### src/rtl/lsu.sv
// ---------------------------------------------------------------------------
// Module: lsu
// Purpose:
//   Load/store unit that sits right after the execute stage. Memory ops
//   issue a single request on an SRAM-style data bus, wait for the response,
//   then align and sign/zero-extend load data. Non-memory ops pass the
//   execute result straight through. Results go to write-back through a
//   valid/ready handshake.
//
// Ports:
//   clock, reset        clock and synchronous active-high reset
//   in_valid_i/ready_o  handshake with execute (ready only when idle)
//   is_load_i/store_i   op kind (both high is treated as a load)
//   func3_i             RV32 width/sign code
//   res_i, wdata_i      execute result (address or value) and rs2 store data
//   req_*               single-channel bus request (held stable until ready)
//   rsp_*               bus response (one-cycle pulse, always accepted)
//   out_valid_o/ready_i handshake with write-back
//   wb_data_o           load data / pass-through value; 0 for stores and errors
//   err_misalign_o      misaligned address or illegal funct3 (no bus access)
//   err_bus_o           bus returned an error for this op
// ---------------------------------------------------------------------------
module lsu #(
    parameter int XLEN   = 32,
    parameter int ADDR_W = 32
) (
    input  logic              clock,
    input  logic              reset,
    input  logic              in_valid_i,
    output logic              in_ready_o,
    input  logic              is_load_i,
    input  logic              is_store_i,
    input  logic [2:0]        func3_i,
    input  logic [XLEN-1:0]   res_i,
    input  logic [XLEN-1:0]   wdata_i,
    output logic              req_valid_o,
    input  logic              req_ready_i,
    output logic              req_wen_o,
    output logic [ADDR_W-1:0] req_addr_o,
    output logic [XLEN-1:0]   req_wdata_o,
    output logic [3:0]        req_wmask_o,
    input  logic              rsp_valid_i,
    input  logic [XLEN-1:0]   rsp_rdata_i,
    input  logic              rsp_err_i,
    output logic              out_valid_o,
    input  logic              out_ready_i,
    output logic [XLEN-1:0]   wb_data_o,
    output logic              err_misalign_o,
    output logic              err_bus_o
);

    localparam logic [1:0] IDLE = 2'd0;
    localparam logic [1:0] REQ  = 2'd1;
    localparam logic [1:0] WAIT = 2'd2;
    localparam logic [1:0] DONE = 2'd3;

    logic [1:0]        r_state;
    logic              r_isLoad;
    logic [2:0]        r_func3;
    logic [1:0]        r_offset;
    logic [ADDR_W-3:0] r_wordAddr;
    logic              r_wen;
    logic [XLEN-1:0]   r_wdata;
    logic [3:0]        r_wmask;
    logic [XLEN-1:0]   r_wbData;
    logic              r_errMis;
    logic              r_errBus;

    logic              w_isMem;
    logic              w_illegal;
    logic              w_misalign;
    logic [3:0]        w_mask;
    logic [XLEN-1:0]   w_rspShifted;
    logic [XLEN-1:0]   w_loadData;

    // Decode the incoming op while idle: legality of funct3, alignment of
    // the effective address, and the byte-strobe pattern for stores.
    // Illegal funct3 is reported through the same flag as misalignment.
    always_comb begin
        w_isMem    = is_load_i | is_store_i;
        w_illegal  = 1'b0;
        w_misalign = 1'b0;
        w_mask     = 4'b1111;
        if (is_load_i) begin
            w_illegal = (func3_i == 3'b011) || (func3_i == 3'b110) || (func3_i == 3'b111);
        end else begin
            w_illegal = func3_i[2] || (func3_i[1:0] == 2'b11);
        end
        case (func3_i[1:0])
            2'b01:   w_misalign = res_i[0];
            2'b10:   w_misalign = (res_i[1:0] != 2'b00);
            default: w_misalign = 1'b0;
        endcase
        case (func3_i[1:0])
            2'b00:   w_mask = 4'b0001 << res_i[1:0];
            2'b01:   w_mask = 4'b0011 << res_i[1:0];
            default: w_mask = 4'b1111;
        endcase
    end

    // Bring the addressed byte/halfword down to bit 0, then extend it
    // according to the latched width/sign code.
    always_comb begin
        w_rspShifted = rsp_rdata_i >> {r_offset, 3'b000};
        w_loadData   = w_rspShifted;
        case (r_func3)
            3'b000:  w_loadData = {{(XLEN-8){w_rspShifted[7]}}, w_rspShifted[7:0]};
            3'b100:  w_loadData = {{(XLEN-8){1'b0}}, w_rspShifted[7:0]};
            3'b001:  w_loadData = {{(XLEN-16){w_rspShifted[15]}}, w_rspShifted[15:0]};
            3'b101:  w_loadData = {{(XLEN-16){1'b0}}, w_rspShifted[15:0]};
            default: w_loadData = w_rspShifted;
        endcase
    end

    // Main sequencer. Everything the bus and write-back see is registered,
    // so there is no combinational path from req_ready_i to req_valid_o.
    // Responses outside WAIT are dropped, which also discards any stale
    // response belonging to an op that was cancelled by reset.
    always_ff @(posedge clock) begin
        if (reset) begin
            r_state    <= IDLE;
            r_isLoad   <= 1'b0;
            r_func3    <= 3'b000;
            r_offset   <= 2'b00;
            r_wordAddr <= '0;
            r_wen      <= 1'b0;
            r_wdata    <= '0;
            r_wmask    <= 4'b0000;
            r_wbData   <= '0;
            r_errMis   <= 1'b0;
            r_errBus   <= 1'b0;
        end else begin
            case (r_state)
                IDLE: begin
                    if (in_valid_i) begin
                        r_isLoad   <= is_load_i;
                        r_func3    <= func3_i;
                        r_offset   <= res_i[1:0];
                        r_wordAddr <= res_i[ADDR_W-1:2];
                        r_wen      <= is_store_i & ~is_load_i;
                        r_wdata    <= wdata_i << {res_i[1:0], 3'b000};
                        r_wmask    <= w_mask;
                        r_wbData   <= '0;
                        r_errMis   <= 1'b0;
                        r_errBus   <= 1'b0;
                        if (!w_isMem) begin
                            r_wbData <= res_i;
                            r_state  <= DONE;
                        end else if (w_illegal || w_misalign) begin
                            r_errMis <= 1'b1;
                            r_state  <= DONE;
                        end else begin
                            r_state  <= REQ;
                        end
                    end
                end
                REQ: begin
                    if (req_ready_i) begin
                        r_state <= WAIT;
                    end
                end
                WAIT: begin
                    if (rsp_valid_i) begin
                        r_errBus <= rsp_err_i;
                        r_wbData <= (rsp_err_i || !r_isLoad) ? '0 : w_loadData;
                        r_state  <= DONE;
                    end
                end
                default: begin
                    if (out_ready_i) begin
                        r_state <= IDLE;
                    end
                end
            endcase
        end
    end

    assign in_ready_o     = (r_state == IDLE);
    assign req_valid_o    = (r_state == REQ);
    assign req_wen_o      = r_wen;
    assign req_addr_o     = {r_wordAddr, 2'b00};
    assign req_wdata_o    = r_wdata;
    assign req_wmask_o    = r_wmask;
    assign out_valid_o    = (r_state == DONE);
    assign wb_data_o      = r_wbData;
    assign err_misalign_o = r_errMis;
    assign err_bus_o      = r_errBus;

endmodule
### config.mk
export PLATFORM = sky130hd
export DESIGN_NAME = lsu
export DESIGN_NICKNAME = d
export VERILOG_FILES = /design/src/rtl/lsu.sv
export SDC_FILE = /design/constraint.sdc
export NUM_CORES = 1
export LEC_CHECK = 0
export CAP_MARGIN = 30
export CORE_MARGIN = 2
export CORE_UTILIZATION = 43
export DETAILED_ROUTE_END_ITERATION = 8
export PLACE_DENSITY = 0.87
export SYNTH_ARGS = -nofsm -noshare
export SYNTH_HDL_FRONTEND = slang
export SYNTH_SLANG_ARGS = --single-unit
### constraint.sdc
create_clock -name clock -period 1.9 [get_ports clock]
set_input_delay 0.285 -clock clock [delete_from_list [all_inputs] [get_ports clock]]
set_output_delay 0.285 -clock clock [all_outputs]
set_load 0.005 [all_outputs]
==> out/results.tsv, run 1 <==
metric	value	unit
wl_per_cell	19.1	microns
fin_ws	0.0300	ns
synth.ff_latch_count	109	
vias	5545	
worstPathMaxFanout	7	
cts_buffers	9	
antenna_cells	0	
die_w	114	microns
p_leak	0.00290	uW
outcome	finished, final reports clean	
seq_area	0.00218	sq mm
fin_crit	1.87	ns
synthCells	602	
grt_pass1_wl	27.8	mm
final_cell_area	0.00801	sq mm
grt_pass1_vias	5419	
worst_pin_slew	0.601	ns
tns	0	ns
area_growth	54.1	%
clkTransAtPathRegs	0.07	ns
cts.sinks	109	
synthArstFlopShare	0	%
synth_ff_type	dfxtp_1	
drive_above_1_share	12.5	%
final_cells	958	
max-vdd-ir-drop	0.690	mV
finalHoldViolCount	0	
synth_edf_count	0	
htreeDepth	3	
nFillCells	961	
placed_cell_area	0.00765	sq mm
required	1.62	ns
drt_iter0_drc	578	
path_class	flip-flop to output pin	
post-place-ws	-0.224	ns
ys_types	41	
placed_cells	941	
grt_usage	26.9	%
wl	18.3	mm
cts_tree	built	
io_pins	214	
row_count	40	
maxCapViolCount	0	
antenna_found_initial	0	
finalClockSkew	0.00994	ns
initial_core_util	43.6	%
grt_overflow	0	
rsz0062_at_grt	yes	
synth-seq-area-share	42.0	%
power.density	1200	mW/mm^2
hold_class	primary input to flip-flop	
viasPerCell	5.79	
ant_nets	0	
clk_latency	0.34	ns
gp_congestion	0.932	
final_core_util	67.2	%
end_kind	output pin	
fp.coreArea	0.0119	sq mm
remaining_drc_errors	0	
setup_violations	0	
worst_setup_path_start_kind	flip-flop	
die-area	0.0130	sq mm
layout.nets	922	
final.period_utilization	98.4	%
slew_headroom	59.9	%
netlist_area	0.00520	sq mm
ys_warn_count	0	
grt_max_degree	53	
die_y	114	microns
fmax	0.535	GHz
firstDrtPassIters	5	
avgSynthCellArea	8.63	sq um
numPortBuffers	211	
slew_violations	0	
multi_input_area	0.00279	sq mm
hpwlAfterDp	13.6	mm
ctsLongestPathBuffers	2	
cp_data_arrival_time	1.58	ns
root_buffer	clkbuf_16	
-- worst max-delay path, stage by stage (launching register included) --
cell and delay, ns:
dfxtp_1 0.34, inv_1 0.11, ha_2 0.27, clkdlybuf4s50_1 0.52
-- worst paths after layout --
| check | start | slack [ns] | cells past startpoint | to |
|---|---|---|---|---|
| worst max-delay path | r_state[1]$_SDFFE_PP0P_ | 0.03 | 3 | in_ready_o |
| worst min-delay path | reset | 0.45 | 2 | r_isLoad$_SDFFE_PP0P_ |
| worst max register to register | r_state[1]$_SDFFE_PP0P_ | 0.09 | 7 | wb_data_o[17]$_SDFFE_PP0P_ |
| worst min register to register | r_isLoad$_SDFFE_PP0P_ | 0.45 | 2 | r_isLoad$_SDFFE_PP0P_ |
-- through the flow --
step | total power (uW) | hold slack [ns]
2_1_floorplan | 5320 | 0.421
3_3_place_gp | 7330 | 0.441
3_5_place_dp | 7500 | 0.446
4_1_cts | 9450 | 0.430
5_1_grt | 10200 | 0.466
6_report | 9590 | 0.446
-- sequential cells by signal (all words and copies together), names as in the netlist --
name,cells
err_misalign_o,1
r_offset,2
r_func3,3
req_wmask_o,4
r_wordAddr,30
r_state,2
r_isLoad,1
req_wdata_o,32
err_bus_o,1
wb_data_o,32
req_wen_o,1
-- metal layers --
metal,GRT usage [%],vias up,routed length (microns)
met4,10.8,0,670
met5,0,-,0
met2,45.8,319,8700
met1,32.7,2611,7090
met3,6.75,49,1810
li1,-,2566,-
-- power breakdown --
group	leakage (uW)	internal (uW)	switching, uW
combinational	0.00186	2290	2160
sequential	0.000896	2860	327
clock	0.000151	1070	877
total	0.00290	6220	3370
-- logic make-up after synthesis --
logic type | share of synthesized area, %
buf+inv | 5.06
other cells | 0.0722
fa+ha+maj | 1.93
simple gates | 16.7
flops | 42.0
mux | 11.7
compound gates | 22.5
-- Yosys cell counts, drive strengths merged (6+ instances only) --
library cell / count / area share, %
o211ai: 15 / 2.2
dfxtp: 109 / 42
inv: 6 / 0.43
mux2: 24 / 5.2
a211oi: 35 / 5.1
buf: 14 / 1.6
mux4: 8 / 3.5
nor3: 12 / 1.2
clkbuf: 42 / 3.0
nand3b: 9 / 1.3
nand2: 92 / 6.6
nor2: 72 / 5.2
a32oi: 8 / 1.3
ha: 8 / 1.9
a21oi: 51 / 5.1
o21ai: 9 / 0.87
a221oi: 8 / 1.3
mux2i: 16 / 3.1
a22oi: 39 / 5.6
-- layout make-up --
| class | instances | area share [%] |
|---|---|---|
| clock buffer | 10 | 2.98 |
| clock inverter | 6 | 0.890 |
| inverter | 6 | 0.281 |
| multi-input combinational | 432 | 34.8 |
| sequential | 109 | 27.3 |
| tap | 147 | 2.30 |
| timing repair buffer | 248 | 31.5 |
-- layout by cell type (no fill, tap or decap), types with 10 or more instances in the layout --
master	count
clkdlybuf4s50_1	210
dfxtp_1	108
nand2_1	91
nor2_1	71
a21oi_1	50
a22oi_1	39
a211oi_1	35
buf_4	27
mux2_2	24
mux2i_1	16
o211ai_1	15
nor3_1	10
clkbuf_16	10
-- repair_timing --
action                                  4_1_cts  5_1_grt
endpoints found under the setup margin        7       21
pin swaps                                     0        1
resized for setup                             3        7
gates cloned                                  0        1
hold buffers                                  0        0
setup buffers                                 0        0
(Power assumes the default switching activity.)
==> run 2, diff against run 1 <==
Clock period 1.9 ns to 1.89 ns, I/O delays scaled along.
==> run 2 against run 1 <==
Setup slack improved by 0.00079 ns. Count of clock-buffer cells in the layout unchanged. Clock power increased by 8%. Flip-flop and latch count unchanged. Utilization increased by 0.073 points. Die area unchanged. Cell count increased by 0.21%. Largest cell class unchanged.
==> out/results.tsv, run 2 (synthesized netlist as in run 1, its figures left out) <==
metric	value	unit	change
outcome	finished, final reports clean		unchanged
antenna_found_initial	0		unchanged
remaining_drc_errors	0		unchanged
area_growth	54.3	%	was 54.1%
max-vdd-ir-drop	0.607	mV	was 0.690 mV
placed_cells	944		was 941
end_kind	output pin		unchanged
nFillCells	907		was 961
ctsLongestPathBuffers	2		unchanged
root_buffer	clkbuf_16		unchanged
fmax	0.538	GHz	
grt_max_degree	54		was 53
clk_latency	0.35	ns	was 0.34 ns
die_y	114	microns	unchanged
cp_cell_sequence	inv_1 > ha_2 > clkdlybuf4s50_1		unchanged
p_total	9680	uW	was 9590 uW
finalClockSkew	0.00625	ns	was 0.00994 ns
antenna_cells	0		unchanged
critPathBufInv	2		unchanged
hold_class	primary input to flip-flop		unchanged
htreeDepth	3		unchanged
worst_pin_slew	0.591	ns	was 0.601 ns
fp.coreArea	0.0119	sq mm	unchanged
ff2ff_setup_slack	0.09	ns	about the same
seq_area	0.00218	sq mm	about the same
row_count	40		unchanged
final_cells	960		was 958
worst_path_max_delay_cell	clkdlybuf4s50_1		unchanged
firstDrtPassIters	5		unchanged
drt_iter0_drc	515		was 578
clkTransAtPathRegs	0.07	ns	about the same
worst_setup_path_start_kind	flip-flop		unchanged
die_w	114	microns	unchanged
grt_usage	27.2	%	was 26.9%
hpwlAfterDp	13.6	mm	about the same
final_core_util	67.3	%	was 67.2%
final_cell_mix	clkdlybuf4s50_1 (210), dfxtp_1 (109), nand2_1 (91), nor2_1 (71), a21oi_1 (50)		was clkdlybuf4s50_1 (210), dfxtp_1 (108), nand2_1 (91), nor2_1 (71), a21oi_1 (50)
crit_family	buffers and inverters		unchanged
cts.sinks	109		unchanged
cp_data_arrival_time	1.58	ns	about the same
drive_above_1_share	12.3	%	was 12.5%
io_pins	214		unchanged
slew_violations	0		unchanged
p_leak	0.00291	uW	was 0.00290 uW
final_common_cell	clkdlybuf4s50_1		unchanged
fin_ws	0.0308	ns	was 0.0300 ns
setup_violations	0		unchanged
fin_crit	1.86	ns	
viasPerCell	5.78		was 5.79
gp_congestion	0.946		was 0.932
wl_per_cell	18.9	microns	was 19.1 microns
max_stage_delay	0.53	ns	was 0.52 ns
vias	5549		was 5545
cts_buffers	9		unchanged
ant_nets	0		unchanged
post-place-ws	-0.239	ns	was -0.224 ns
numPortBuffers	211		unchanged
grt_overflow	0		unchanged
multi_input_area	0.00278	sq mm	was 0.00279 sq mm
power.density	1210	mW/mm^2	was 1200 mW/mm^2
initial_core_util	43.6	%	unchanged
path_class	flip-flop to output pin		unchanged
layout.nets	924		was 922
die-area	0.0130	sq mm	unchanged
rsz0062_at_grt	yes		unchanged
grt_pass1_wl	27.7	mm	was 27.8 mm
worstPathMaxFanout	7		unchanged
required	1.61	ns	was 1.62 ns
slew_headroom	60.6	%	was 59.9%
maxCapViolCount	0		unchanged
final.period_utilization	98.4	%	
cts_tree	built		unchanged
grt_pass1_vias	5329		was 5419
wl	18.1	mm	was 18.3 mm
finalHoldViolCount	0		unchanged
## run 2: changes by cell type in the layout (fill, tap and decap cells not counted), sizes merged
cell	change
bufinv	+1
buf	+3
clkbuf	-1
clkinvlp	+1
clkinv	-2
## run 2: worst register-to-register path, cell delays in order (launching register included)
cell and delay (ns):
dfxtp_1 0.39, inv_1 0.09, ha_2 0.24, nor2_1 0.19, nand3b_1 0.29, a21oi_4 0.07, buf_12 0.16, a211oi_1 0.28
## run 2: per-layer routing
metal	track usage, %	part of all wire (%)
met2	46.5	47
met1	32.1	39
met5	0	0
met4	10.8	3.5
met3	7.70	11
## run 2: power by group
group | internal, uW | switching (uW)
clock network | 1210 | 892
registers | 2870 | 327
logic | 2230 | 2150
total | 6310 | 3360
## run 2: cell type report
type | instances | area share [%]
clock buffer | 10 | 2.98
clock inverter | 6 | 1.19
inverter | 6 | 0.281
multi-input combinational | 432 | 34.7
sequential | 109 | 27.2
tap | 147 | 2.29
timing repair buffer | 250 | 31.4
## run 2: path summary, 6_finish.rpt
kind,start,end,cells past startpoint
setup / recovery,r_state[1]$_SDFFE_PP0P_,in_ready_o,3
setup reg to reg,r_state[0]$_SDFFE_PP0P_,wb_data_o[30]$_SDFFE_PP0P_,7
hold / removal,reset,r_func3[2]$_SDFFE_PP0P_,2
hold reg to reg,err_misalign_o$_SDFFE_PP0P_,err_misalign_o$_SDFFE_PP0P_,2
## run 2: what timing repair did
item | in CTS | in global routing
setup buffers | 0 | 0
hold buffers | 0 | 0
endpoints found under the setup margin | 2 | 34
resized for setup | 2 | 4
## run 2: metrics by stage
step	hold WS [ns]	TNS, ns	area, sq um
after floorplan	0.419	0	5200
after global placement	0.441	-3.35	7670
after detailed placement	0.445	-5.34	7670
after CTS	0.425	0	8010
after global routing	0.450	-0.102	8020
final	0.431	0	8020
==> run 3, diff against run 2 <==
Settings changed: CORE_UTILIZATION 43 to 45, CTS_BUF_LIST set to sky130_fd_sc_hd__clkbuf_8, PLACE_DENSITY 0.87 to 0.9.
Clock period 1.89 ns to 2 ns, I/O delays scaled along.
==> run 3 against run 2 <==
Combinational power is 6.8% lower. Largest power group unchanged. Utilization is 1.1 points higher. Register-to-register slack better by 0.07 ns. Clock power is 39% lower. Critical path type unchanged. Die area is 4.3% lower. Wire length is 1.2% higher. Cell count is 1.9% lower.
==> out/results.tsv, run 3 (synthesized netlist as in run 1, its figures left out) <==
metric	value	unit	change
outcome	finished, final reports clean		unchanged
grt_overflow	0		unchanged
fin_crit	1.93	ns	
final_cell_mix	clkdlybuf4s50_1 (210), dfxtp_1 (109), nand2_1 (91), nor2_1 (72), a21oi_1 (50)		was clkdlybuf4s50_1 (210), dfxtp_1 (109), nand2_1 (91), nor2_1 (71), a21oi_1 (50)
tns	0	ns	unchanged
htreeDepth	3		unchanged
required	1.70	ns	was 1.61 ns
die_w	111	microns	was 114 microns
grt_usage	28.4	%	was 27.2%
area_growth	48.9	%	was 54.3%
root_buffer	clkbuf_8		was clkbuf_16
grt_max_degree	58		was 54
path_class	flip-flop to output pin		unchanged
ant_nets	0		unchanged
wl_per_cell	19.5	microns	was 18.9 microns
viasPerCell	5.88		was 5.78
max_stage_delay	0.52	ns	was 0.53 ns
ctsLongestPathBuffers	2		unchanged
die_y	111	microns	was 114 microns
multi_input_area	0.00278	sq mm	about the same
fmax	0.518	GHz	
cts.sinks	109		unchanged
row_count	39		was 40
worst_pin_slew	0.633	ns	was 0.591 ns
firstDrtPassIters	8		was 5
p_leak	0.00276	uW	was 0.00291 uW
crit_family	buffers and inverters		unchanged
critPathBufInv	2		unchanged
rsz0062_at_grt	no		was yes
clkTransAtPathRegs	0.11	ns	was 0.07 ns
final_common_cell	clkdlybuf4s50_1		unchanged
antenna_cells	0		unchanged
final_core_util	68.4	%	was 67.3%
cts_tree	built		unchanged
drive_above_1_share	10.5	%	was 12.3%
remaining_drc_errors	0		unchanged
clk_latency	0.38	ns	was 0.35 ns
max-vdd-ir-drop	0.704	mV	was 0.607 mV
numPortBuffers	211		unchanged
slew_headroom	57.8	%	was 60.6%
fp.coreArea	0.0113	sq mm	was 0.0119 sq mm
nFillCells	851		was 907
wl	18.3	mm	was 18.1 mm
grt_pass1_vias	5347		was 5329
hpwlAfterDp	13.6	mm	about the same
cp_cell_sequence	inv_1 > ha_2 > clkdlybuf4s50_1		unchanged
die-area	0.0124	sq mm	was 0.0130 sq mm
finalHoldViolCount	0		unchanged
drt_iter0_drc	477		was 515
grt_pass1_wl	28.3	mm	was 27.7 mm
vias	5539		was 5549
io_pins	214		unchanged
slew_violations	0		unchanged
finalClockSkew	0.0163	ns	was 0.00625 ns
power.density	1090	mW/mm^2	was 1210 mW/mm^2
setup_violations	0		unchanged
seq_area	0.00218	sq mm	unchanged
end_kind	output pin		unchanged
hold_class	primary input to flip-flop		unchanged
cp_data_arrival_time	1.63	ns	was 1.58 ns
initial_core_util	45.9	%	was 43.6%
worstPathMaxFanout	7		unchanged
worst_path_max_delay_cell	clkdlybuf4s50_1		unchanged
antenna_found_initial	0		unchanged
worst_setup_path_start_kind	flip-flop		unchanged
holdWs	0.405	ns	was 0.431 ns
final.period_utilization	96.6	%	
layout.nets	910		was 924
cts_buffers	9		unchanged
maxCapViolCount	0		unchanged
gp_congestion	0.943		was 0.946
## run 3: cell types whose count changed in the layout (fill, tap and decap cells not counted), moves of 2 or more
cell        previous run  this run
clkbuf_8               1         9
clkbuf_16              9         0
buf_4                 31        18
clkinvlp_4             2         4
bufinv_16              2         0
## run 3: timing repair
item,in CTS,in global routing
endpoints found under the setup margin,0,13
hold buffers,0,0
buffers inserted,0,0
gates resized for setup,0,4
## run 3: metal layers
layer / share of wire, % / vias to the layer above / global-route usage, % / wire (microns)
met1: 38 / 2608 / 33.4 / 6930
met5: 0 / - / 0 / 0
met2: 48 / 332 / 48.7 / 8880
li1: - / 2545 / - / -
met3: 9.9 / 54 / 7.95 / 1820
met4: 3.9 / 0 / 12.0 / 719
## run 3: stage by stage
stage               power [uW]  instance area [sq um]  instances  worst slack, ns
floorplan                 5050                   5200        603            0.265
global placement          6930                   7550        926          -0.0391
detailed placement        7110                   7550        926          -0.0469
CTS                       8390                   7730        942         0.000185
global route              8900                   7740        942           0.0101
finish                    8410                   7740        942           0.0688
## run 3: cell type report
cell class	count	area share, %
Sequential cell	109	28.2
Multi-Input combinational cell	432	35.9
Inverter	6	0.291
Clock buffer	9	1.60
Tap cell	143	2.31
Timing Repair Buffer	236	31.0
Clock inverter	7	0.760
## run 3: final timing paths
kind                                                  start                     endpoint  slack [ns]  depth (start not counted)
worst min register to register  r_wordAddr[27]$_SDFFE_PP0P_  r_wordAddr[27]$_SDFFE_PP0P_        0.46                          2
worst min-delay path                                  reset       req_wen_o$_SDFFE_PP0P_        0.40                          2
worst max register to register      r_state[0]$_SDFFE_PP0P_   wb_data_o[27]$_SDFFE_PP0P_        0.16                          7
worst max-delay path                r_state[1]$_SDFFE_PP0P_                   in_ready_o        0.07                          3
## run 3: worst reg2reg max path, delay by kind of cell, from the launching register on
kind	cells	cell delay, ns
fa+ha+maj	1	0.24
buf+inv	2	0.31
simple gates	2	0.50
flops	1	0.36
compound gates	2	0.35
## run 3: report_power, final
group | internal, uW | switching [uW]
logic | 2070 | 2020
registers | 2710 | 336
clock network | 468 | 813
